**config.mk**
```make
export PLATFORM = sky130hd
export DESIGN_NAME = dev_io_ctrl_flat
export DESIGN_NICKNAME = d
export VERILOG_FILES = /design/src/rtl/dev_io_ctrl_pkg.sv /design/src/rtl/dev_io_ctrl_if.sv /design/src/rtl/dev_io_ctrl_fifo.sv /design/src/rtl/dev_io_ctrl.sv /design/src/flat_wrapper.sv
export SDC_FILE = /design/constraint.sdc
export NUM_CORES = 1
export LEC_CHECK = 0
export ABC_AREA = 0
export BUFFER_PORTS_ARGS = -buffer_cell sky130_fd_sc_hd__buf_2
export CAP_MARGIN = 20
export CELL_PAD_IN_SITES_DETAIL_PLACEMENT = 0
export CELL_PAD_IN_SITES_GLOBAL_PLACEMENT = 2
export CORE_ASPECT_RATIO = 0.5
export CORE_MARGIN = 2
export CORE_UTILIZATION = 33
export CTS_CLUSTER_SIZE = 20
export DETAILED_ROUTE_END_ITERATION = 10
export PLACE_DENSITY = 0.73
export SLEW_MARGIN = 25
export SYNTH_ARGS = -nofsm -noshare
export SYNTH_HDL_FRONTEND = slang
export SYNTH_HIERARCHICAL = 1
export SYNTH_SLANG_ARGS = --single-unit
```
**constraint.sdc**
```tcl
create_clock -name clk -period 2.4 [get_ports clk]
set_input_delay 0.72 -clock clk [delete_from_list [all_inputs] [get_ports clk]]
set_output_delay 0.72 -clock clk [all_outputs]
set_load 0.01 [all_outputs]
```
**src/rtl/dev_io_ctrl_pkg.sv**
```systemverilog
// Shared types and constants for the device I/O controller slice.
// Character width, default buffer depth and the two panel FSM encodings.
package dev_io_ctrl_pkg;

  localparam int unsigned CHAR_W         = 5;
  localparam int unsigned FIFO_DEPTH_DEF = 4;

  typedef logic [CHAR_W-1:0] char_t;

  typedef enum logic {
    I_IDLE   = 1'b0,
    I_ACTIVE = 1'b1
  } in_state_t;

  typedef enum logic {
    O_IDLE = 1'b0,
    O_HOLD = 1'b1
  } out_state_t;

endpackage

```
**src/rtl/dev_io_ctrl_if.sv**
```systemverilog
// Character handshakes between the controller, the I/O devices and the processing unit.
// The controller takes the slave view; the environment drives through master.
interface dev_io_ctrl_if;
  import dev_io_ctrl_pkg::*;

  logic  dev_input_val;
  char_t dev_input_data;
  logic  dev_input_rdy;

  logic  dev_output_rdy;
  char_t dev_output_data;
  logic  dev_output_ack;

  logic  pu_rd_val;
  char_t pu_rd_data;
  logic  pu_rd_req;

  logic  pu_wr_val;
  char_t pu_wr_data;
  logic  pu_wr_rdy;

  modport slave (
    input  dev_input_val, dev_input_data, dev_output_ack, pu_rd_req, pu_wr_val, pu_wr_data,
    output dev_input_rdy, dev_output_rdy, dev_output_data, pu_rd_val, pu_rd_data, pu_wr_rdy
  );

  modport master (
    output dev_input_val, dev_input_data, dev_output_ack, pu_rd_req, pu_wr_val, pu_wr_data,
    input  dev_input_rdy, dev_output_rdy, dev_output_data, pu_rd_val, pu_rd_data, pu_wr_rdy
  );

endinterface

```
**src/rtl/dev_io_ctrl_fifo.sv**
```systemverilog
// io_char_fifo: input character buffer, power-of-two depth, registered count.
// Head data reads zero while empty so the read port is quiet under reset.
module io_char_fifo
  import dev_io_ctrl_pkg::*;
#(
  parameter int unsigned DEPTH = FIFO_DEPTH_DEF,
  localparam int unsigned AW   = $clog2(DEPTH),
  localparam int unsigned CW   = AW + 1
) (
  input  logic          clk,
  input  logic          resetn,
  input  logic          i_push,
  input  char_t         i_wdata,
  input  logic          i_pop,
  output char_t         o_rdata,
  output logic [CW-1:0] o_count,
  output logic          o_full,
  output logic          o_empty
);

  char_t         r_mem [DEPTH];
  logic [AW-1:0] r_wr_ptr;
  logic [AW-1:0] r_rd_ptr;
  logic [CW-1:0] r_count;
  logic          w_push;
  logic          w_pop;

  assign o_full  = (r_count == CW'(DEPTH));
  assign o_empty = (r_count == '0);
  assign o_count = r_count;
  assign w_push  = i_push && !o_full;
  assign w_pop   = i_pop && !o_empty;
  assign o_rdata = o_empty ? '0 : r_mem[r_rd_ptr];

  always_ff @(posedge clk) begin
    if (w_push) r_mem[r_wr_ptr] <= i_wdata;
  end

  // Pointers wrap naturally because DEPTH is a power of two.
  always_ff @(posedge clk or negedge resetn) begin
    if (!resetn) begin
      r_wr_ptr <= '0;
      r_rd_ptr <= '0;
      r_count  <= '0;
    end else begin
      if (w_push) r_wr_ptr <= r_wr_ptr + AW'(1);
      if (w_pop)  r_rd_ptr <= r_rd_ptr + AW'(1);
      case ({w_push, w_pop})
        2'b10:   r_count <= r_count + CW'(1);
        2'b01:   r_count <= r_count - CW'(1);
        default: r_count <= r_count;
      endcase
    end
  end

endmodule

```
**src/rtl/dev_io_ctrl.sv**
```systemverilog
// dev_io_ctrl: panel-controlled input reader (device -> FIFO -> PU) and
// single-character output holder (PU -> device), each with its own FSM.
module dev_io_ctrl
  import dev_io_ctrl_pkg::*;
#(
  parameter int unsigned FIFO_DEPTH = FIFO_DEPTH_DEF
) (
  input  logic         clk,
  input  logic         resetn,
  input  logic         start_input,
  input  logic         stop_input,
  input  logic         start_output,
  input  logic         stop_output,
  input  logic         continuous_input,
  output logic         input_active,
  output logic         output_active,
  dev_io_ctrl_if.slave bus
);

  localparam int unsigned CW = $clog2(FIFO_DEPTH) + 1;

  in_state_t     r_in_state,  w_in_next;
  out_state_t    r_out_state, w_out_next;
  logic          r_out_en;
  char_t         r_out_data;
  logic          w_push;
  logic          w_wr_fire;
  logic          w_full;
  logic          w_empty;
  logic [CW-1:0] w_count;

  assign w_push    = bus.dev_input_val && bus.dev_input_rdy;
  assign w_wr_fire = bus.pu_wr_val && bus.pu_wr_rdy;

  io_char_fifo #(.DEPTH(FIFO_DEPTH)) u_fifo (
    .clk     (clk),
    .resetn  (resetn),
    .i_push  (w_push),
    .i_wdata (bus.dev_input_data),
    .i_pop   (bus.pu_rd_req),
    .o_rdata (bus.pu_rd_data),
    .o_count (w_count),
    .o_full  (w_full),
    .o_empty (w_empty)
  );

  always_comb begin
    if (resetn) assert (!(w_push && w_full));
  end

  // Input FSM
  always_ff @(posedge clk or negedge resetn) begin
    if (!resetn) r_in_state <= I_IDLE;
    else         r_in_state <= w_in_next;
  end

  always_comb begin
    w_in_next = r_in_state;
    case (r_in_state)
      I_IDLE:   if (start_input && !stop_input) w_in_next = I_ACTIVE;
      I_ACTIVE: if (stop_input || (w_push && !continuous_input)) w_in_next = I_IDLE;
      default:  w_in_next = I_IDLE;
    endcase
  end

  always_comb begin
    input_active      = (r_in_state == I_ACTIVE);
    bus.dev_input_rdy = input_active && (w_count != CW'(FIFO_DEPTH));
    bus.pu_rd_val     = !w_empty;
  end

  // Output FSM; the enable flag only gates new writes, a held character always completes.
  always_ff @(posedge clk or negedge resetn) begin
    if (!resetn) begin
      r_out_state <= O_IDLE;
      r_out_en    <= 1'b0;
      r_out_data  <= '0;
    end else begin
      r_out_state <= w_out_next;
      if (stop_output)       r_out_en <= 1'b0;
      else if (start_output) r_out_en <= 1'b1;
      if (w_wr_fire) r_out_data <= bus.pu_wr_data;
    end
  end

  always_comb begin
    w_out_next = r_out_state;
    case (r_out_state)
      O_IDLE:  if (w_wr_fire) w_out_next = O_HOLD;
      O_HOLD:  if (bus.dev_output_ack) w_out_next = O_IDLE;
      default: w_out_next = O_IDLE;
    endcase
  end

  always_comb begin
    bus.dev_output_rdy  = (r_out_state == O_HOLD);
    bus.dev_output_data = r_out_data;
    bus.pu_wr_rdy       = r_out_en && (r_out_state == O_IDLE);
    output_active       = r_out_en || (r_out_state == O_HOLD);
  end

endmodule

```
**src/flat_wrapper.sv**
```systemverilog
// flat-port wrapper written by rule: the top's interface ports become plain ports
module dev_io_ctrl_flat import dev_io_ctrl_pkg::*;
#(
  parameter int unsigned FIFO_DEPTH = FIFO_DEPTH_DEF
)
  (clk, resetn, start_input, stop_input, start_output, stop_output, continuous_input, input_active, output_active, bus_dev_input_val, bus_dev_input_data, bus_dev_output_ack, bus_pu_rd_req, bus_pu_wr_val, bus_pu_wr_data, bus_dev_input_rdy, bus_dev_output_rdy, bus_dev_output_data, bus_pu_rd_val, bus_pu_rd_data, bus_pu_wr_rdy);
  dev_io_ctrl_if bus_i ();
  input  logic clk;
  input  logic resetn;
  input  logic start_input;
  input  logic stop_input;
  input  logic start_output;
  input  logic stop_output;
  input  logic continuous_input;
  output logic input_active;
  output logic output_active;
  input wire logic [$bits(bus_i.dev_input_val)-1:0] bus_dev_input_val;
  input wire logic [$bits(bus_i.dev_input_data)-1:0] bus_dev_input_data;
  input wire logic [$bits(bus_i.dev_output_ack)-1:0] bus_dev_output_ack;
  input wire logic [$bits(bus_i.pu_rd_req)-1:0] bus_pu_rd_req;
  input wire logic [$bits(bus_i.pu_wr_val)-1:0] bus_pu_wr_val;
  input wire logic [$bits(bus_i.pu_wr_data)-1:0] bus_pu_wr_data;
  output wire logic [$bits(bus_i.dev_input_rdy)-1:0] bus_dev_input_rdy;
  output wire logic [$bits(bus_i.dev_output_rdy)-1:0] bus_dev_output_rdy;
  output wire logic [$bits(bus_i.dev_output_data)-1:0] bus_dev_output_data;
  output wire logic [$bits(bus_i.pu_rd_val)-1:0] bus_pu_rd_val;
  output wire logic [$bits(bus_i.pu_rd_data)-1:0] bus_pu_rd_data;
  output wire logic [$bits(bus_i.pu_wr_rdy)-1:0] bus_pu_wr_rdy;
  assign bus_i.dev_input_val = bus_dev_input_val;
  assign bus_i.dev_input_data = bus_dev_input_data;
  assign bus_i.dev_output_ack = bus_dev_output_ack;
  assign bus_i.pu_rd_req = bus_pu_rd_req;
  assign bus_i.pu_wr_val = bus_pu_wr_val;
  assign bus_i.pu_wr_data = bus_pu_wr_data;
  assign bus_dev_input_rdy = bus_i.dev_input_rdy;
  assign bus_dev_output_rdy = bus_i.dev_output_rdy;
  assign bus_dev_output_data = bus_i.dev_output_data;
  assign bus_pu_rd_val = bus_i.pu_rd_val;
  assign bus_pu_rd_data = bus_i.pu_rd_data;
  assign bus_pu_wr_rdy = bus_i.pu_wr_rdy;
  dev_io_ctrl #(.FIFO_DEPTH(FIFO_DEPTH)) u_core (.clk(clk), .resetn(resetn), .start_input(start_input), .stop_input(stop_input), .start_output(start_output), .stop_output(stop_output), .continuous_input(continuous_input), .input_active(input_active), .output_active(output_active), .bus(bus_i));
endmodule
```
==> run_results.csv <==
group,metric,value,unit
floorplan,die_width,101,µm
power,sw_frac_of_total,31.8,%
floorplan,coreArea,4470,µm²
clocking,cts_inserted_buffers,5,
worst_setup_path,crit-reg2reg-capture,"u_core/u_fifo/o_count[2]",
logic_synthesis,ys.warnings.count,6,
clocking,postCtsHoldBufs,0,
status,status,"complete, no violations",
logic_synthesis,sequential_share_of_the_synthesized_area,62.7,%
placed_design,dpl_worst_slack,0.0863,ns
logic_synthesis,synth_enable_flop_cells,20,
power,power.density,1030,nW/µm²
drt,drt_pre_antenna_iters,4,
clocking,tritoncts_num_sinks,35,
timing,layout_worst_path_cycle_share,95.5,%
drt,wirelength,2.51,mm
finish,fin_nets,170,
timing,finalSetupViolCount,0,
drt,drt_iter0_drc,16,
worst_setup_path,timing.rr.start,"u_core/u_fifo/o_count[1]",
global_route,global_route.usage.total,11.0,%
drt,antenna_violating_nets_post_route,0,
timing,max_slew_headroom_at_the_worst_pin,72.4,%
floorplan,effective_utilization_at_floorplan,34.9,%
power,worst_ir_drop_vdd,0.000276,V
timing,final.setup.tns,0,ns
global_route,grt_antenna_before_repair,0,
placed_design,globalplace.congestion,0.664,
drt,post_drt_via_cell_ratio,4.26,
worst_setup_path,critical_path_arrival,1.57,ns
timing,tightest_slew,0.412,ns
worst_setup_path,r2r_cells,10,
worst_setup_path,cp_data_required_time,1.68,ns
logic_synthesis,postSynthRegisterBits,35,
power,power.share.clock,20.7,%
placed_design,port_buffers,36,
clocking,clock_tree.htree_level_count,2,
drt,drcViolationCount,0,
floorplan,floorplan.rows,17,
floorplan,die-area,5320,µm²
timing,final_hold_viol_count,0,
timing,setup_ws,0.109,ns
global_route,number_of_global_route_vias_before_repair,881,
finish,layout.cells.most_common_list,"sky130_fd_sc_hd__buf_2, sky130_fd_sc_hd__edfxtp_1, sky130_fd_sc_hd__dfrtp_1",
clocking,clock_insertion_delay_worst_skew,0.28,ns
floorplan,die-height,52.6,µm
power,leakage_power,0.000819,µW
worst_hold_path,worstHoldPathType,"in2async",
timing,max_freq,437,MHz
finish,most_common_cell_after_layout_fill_and_taps_aside,"sky130_fd_sc_hd__buf_2",
power,switching_power,630,µW
logic_synthesis,dominantRegCellSynth,"sky130_fd_sc_hd__edfxtp_1",
finish,seqCellArea,977,µm²
clocking,cts.clk_slew.worst_paths,0.07,ns
timing,clock_skew,0.00501,ns
logic_synthesis,synthDistinctLibCells,27,
worst_setup_path,criticalPathCategory,"reg2out",
global_route,maximum_number_of_pins_on_one_net_before_global_route_repair,16,
worst_setup_path,path_max_fanout,7,
timing,drv_slew,0,
logic_synthesis,ys_async_sr_fraction,42.9,%
finish,layout.cells.non_filler,201,
logic_synthesis,syn_nets,124,
power,power.total,1980,µW
worst_setup_path,r2r_setup_slack,0.18,ns
timing,unrepaired_setup_endpoints_after_global_routing,"false",
logic_synthesis,syn_inst,97,
floorplan,ios,37,
timing,layout_min_cycle_time,2.29,ns
clocking,cts_root_buffer,"sky130_fd_sc_hd__clkbuf_8",
placed_design,place_inst,191,
global_route,first_pass_grt_wire_length,4.21,mm
global_route,grt_overflow_total,0,
power,fraction_of_power_consumed_by_sequential_logic,42.8,%
drt,num_vias,856,
finish,fraction_of_layout_cells_with_a_size_suffix_above_1,52.1,%
clocking,cts-root-to-sink-buffers,2,
finish,final.fill_count,424,
power,p_comb_share,36.5,%
finish,area.growth.synth_to_final,23.9,%
power,power_report.internal_total,1350,µW
run,timing.max_cap.violations,0,
finish,multi_input_area,548,µm²
worst_setup_path,endpoint_kind,"output port",
worst_setup_path,cp-start-kind,"flip-flop",
clocking,tritoncts,"done",
placed_design,hpwlAfterDp,1.83,mm
logic_synthesis,syn-cell-area,1560,µm²
drt,detail_route.wl_per_cell,12.5,µm
finish,antenna_cells,0,
logic_synthesis,postSynthAreaPerCell,16.1,µm²
==> critical path, stage by stage (launching register included) <==
cell and delay, ns:
sky130_fd_sc_hd__dfrtp_2 0.48, sky130_fd_sc_hd__mux4_2 0.53, sky130_fd_sc_hd__nor2b_1 0.14, sky130_fd_sc_hd__buf_2 0.15
==> per-stage QoR <==
step | util [%] | area [µm²] | hold slack [ns]
floorplan | - | 1560 | 0.424
global placement | 40.8 | 1820 | 0.485
detailed placement | 40.8 | 1820 | 0.489
CTS | 42.7 | 1910 | 0.352
global route | 43.2 | 1930 | 0.359
finish | 43.2 | 1930 | 0.343
==> timing repair <==
action / 4_1_cts / 5_1_grt
pin swaps: 0 / 2
gates cloned: 0 / 0
resized for setup: 1 / 3
buffers inserted: 0 / 2
setup endpoints to repair: 5 / 2
==> how the worst max path moves through the flow <==
stage,endpoint,slack [ns],startpoint
after detailed placement,u_core/u_fifo/o_count[2],0.09,bus_dev_input_val
after CTS,bus_pu_rd_data[2],0.05,u_core/u_fifo/r_rd_ptr[0]
after global routing,bus_pu_rd_data[3],0.008,u_core/u_fifo/r_rd_ptr[0]
final,bus_pu_rd_data[2],0.11,u_core/u_fifo/r_rd_ptr[0]
after floorplan,u_core/u_fifo/o_count[2],0.11,u_core/u_fifo/o_count[0]
after global placement,u_core/u_fifo/o_count[2],0.10,bus_dev_input_val
==> per-layer routing <==
layer	up-vias	GRT usage, %	part of all wire (%)
met3	2	3.33	4.3
met5	-	0	0
met4	0	4.73	1.1
met1	413	14.0	48
met2	15	17.8	46
li1	426	-	-
==> Yosys cell counts, types with 2 or more instances <==
cell,instances,area share (%)
sky130_fd_sc_hd__dfrtp_1,15,24
sky130_fd_sc_hd__xnor2_1,2,1.1
sky130_fd_sc_hd__ha_1,5,4.0
sky130_fd_sc_hd__mux2_2,5,3.6
sky130_fd_sc_hd__inv_1,8,1.9
sky130_fd_sc_hd__nor2b_1,7,2.8
sky130_fd_sc_hd__nor2_1,5,1.2
sky130_fd_sc_hd__edfxtp_1,20,39
sky130_fd_sc_hd__and2_2,5,2.4
sky130_fd_sc_hd__mux4_2,5,7.2
sky130_fd_sc_hd__xor2_1,4,2.2
==> layout make-up <==
| class | count | share of cell area (%) |
|---|---|---|
| clock inverters | 2 | 0.649 |
| clock buffers | 6 | 3.76 |
| flip-flops and latches | 35 | 50.6 |
| repair buffers | 41 | 11.3 |
| inverters | 8 | 1.56 |
| well taps | 57 | 3.70 |
| multi-input cells | 52 | 28.4 |
==> flip-flops by register name, indices dropped and copies added (netlist names) <==
signal,flops
u_core/bus.dev_output_data,5
u_core/bus.dev_output_rdy,1
u_core/input_active,1
u_core/r_out_en,1
u_core/u_fifo/o_count,3
u_core/u_fifo/r_mem,20
u_core/u_fifo/r_rd_ptr,2
u_core/u_fifo/r_wr_ptr,2
==> power groups by stage <==
stage | clock network (µW) | logic (µW) | registers (µW)
final | 411 | 723 | 849
after global routing | 453 | 814 | 870
after CTS | 423 | 706 | 856
after detailed placement | 0 | 704 | 866
after global placement | 0 | 700 | 864
after floorplan | 0 | 486 | 855
==> kinds of logic after synthesis <==
group | after synthesis | share of synthesized area, %
DFF | 35 | 62.7
xor gates and xnor gates | 6 | 3.37
buffers and inverters | 10 | 2.65
AOI/OAI and AO/OA | 2 | 1.28
and+or+nand+nor | 26 | 12.3
muxes | 12 | 12.4
adders and majority gates | 6 | 5.30
Note: power is estimated with default switching activity, not from simulation.
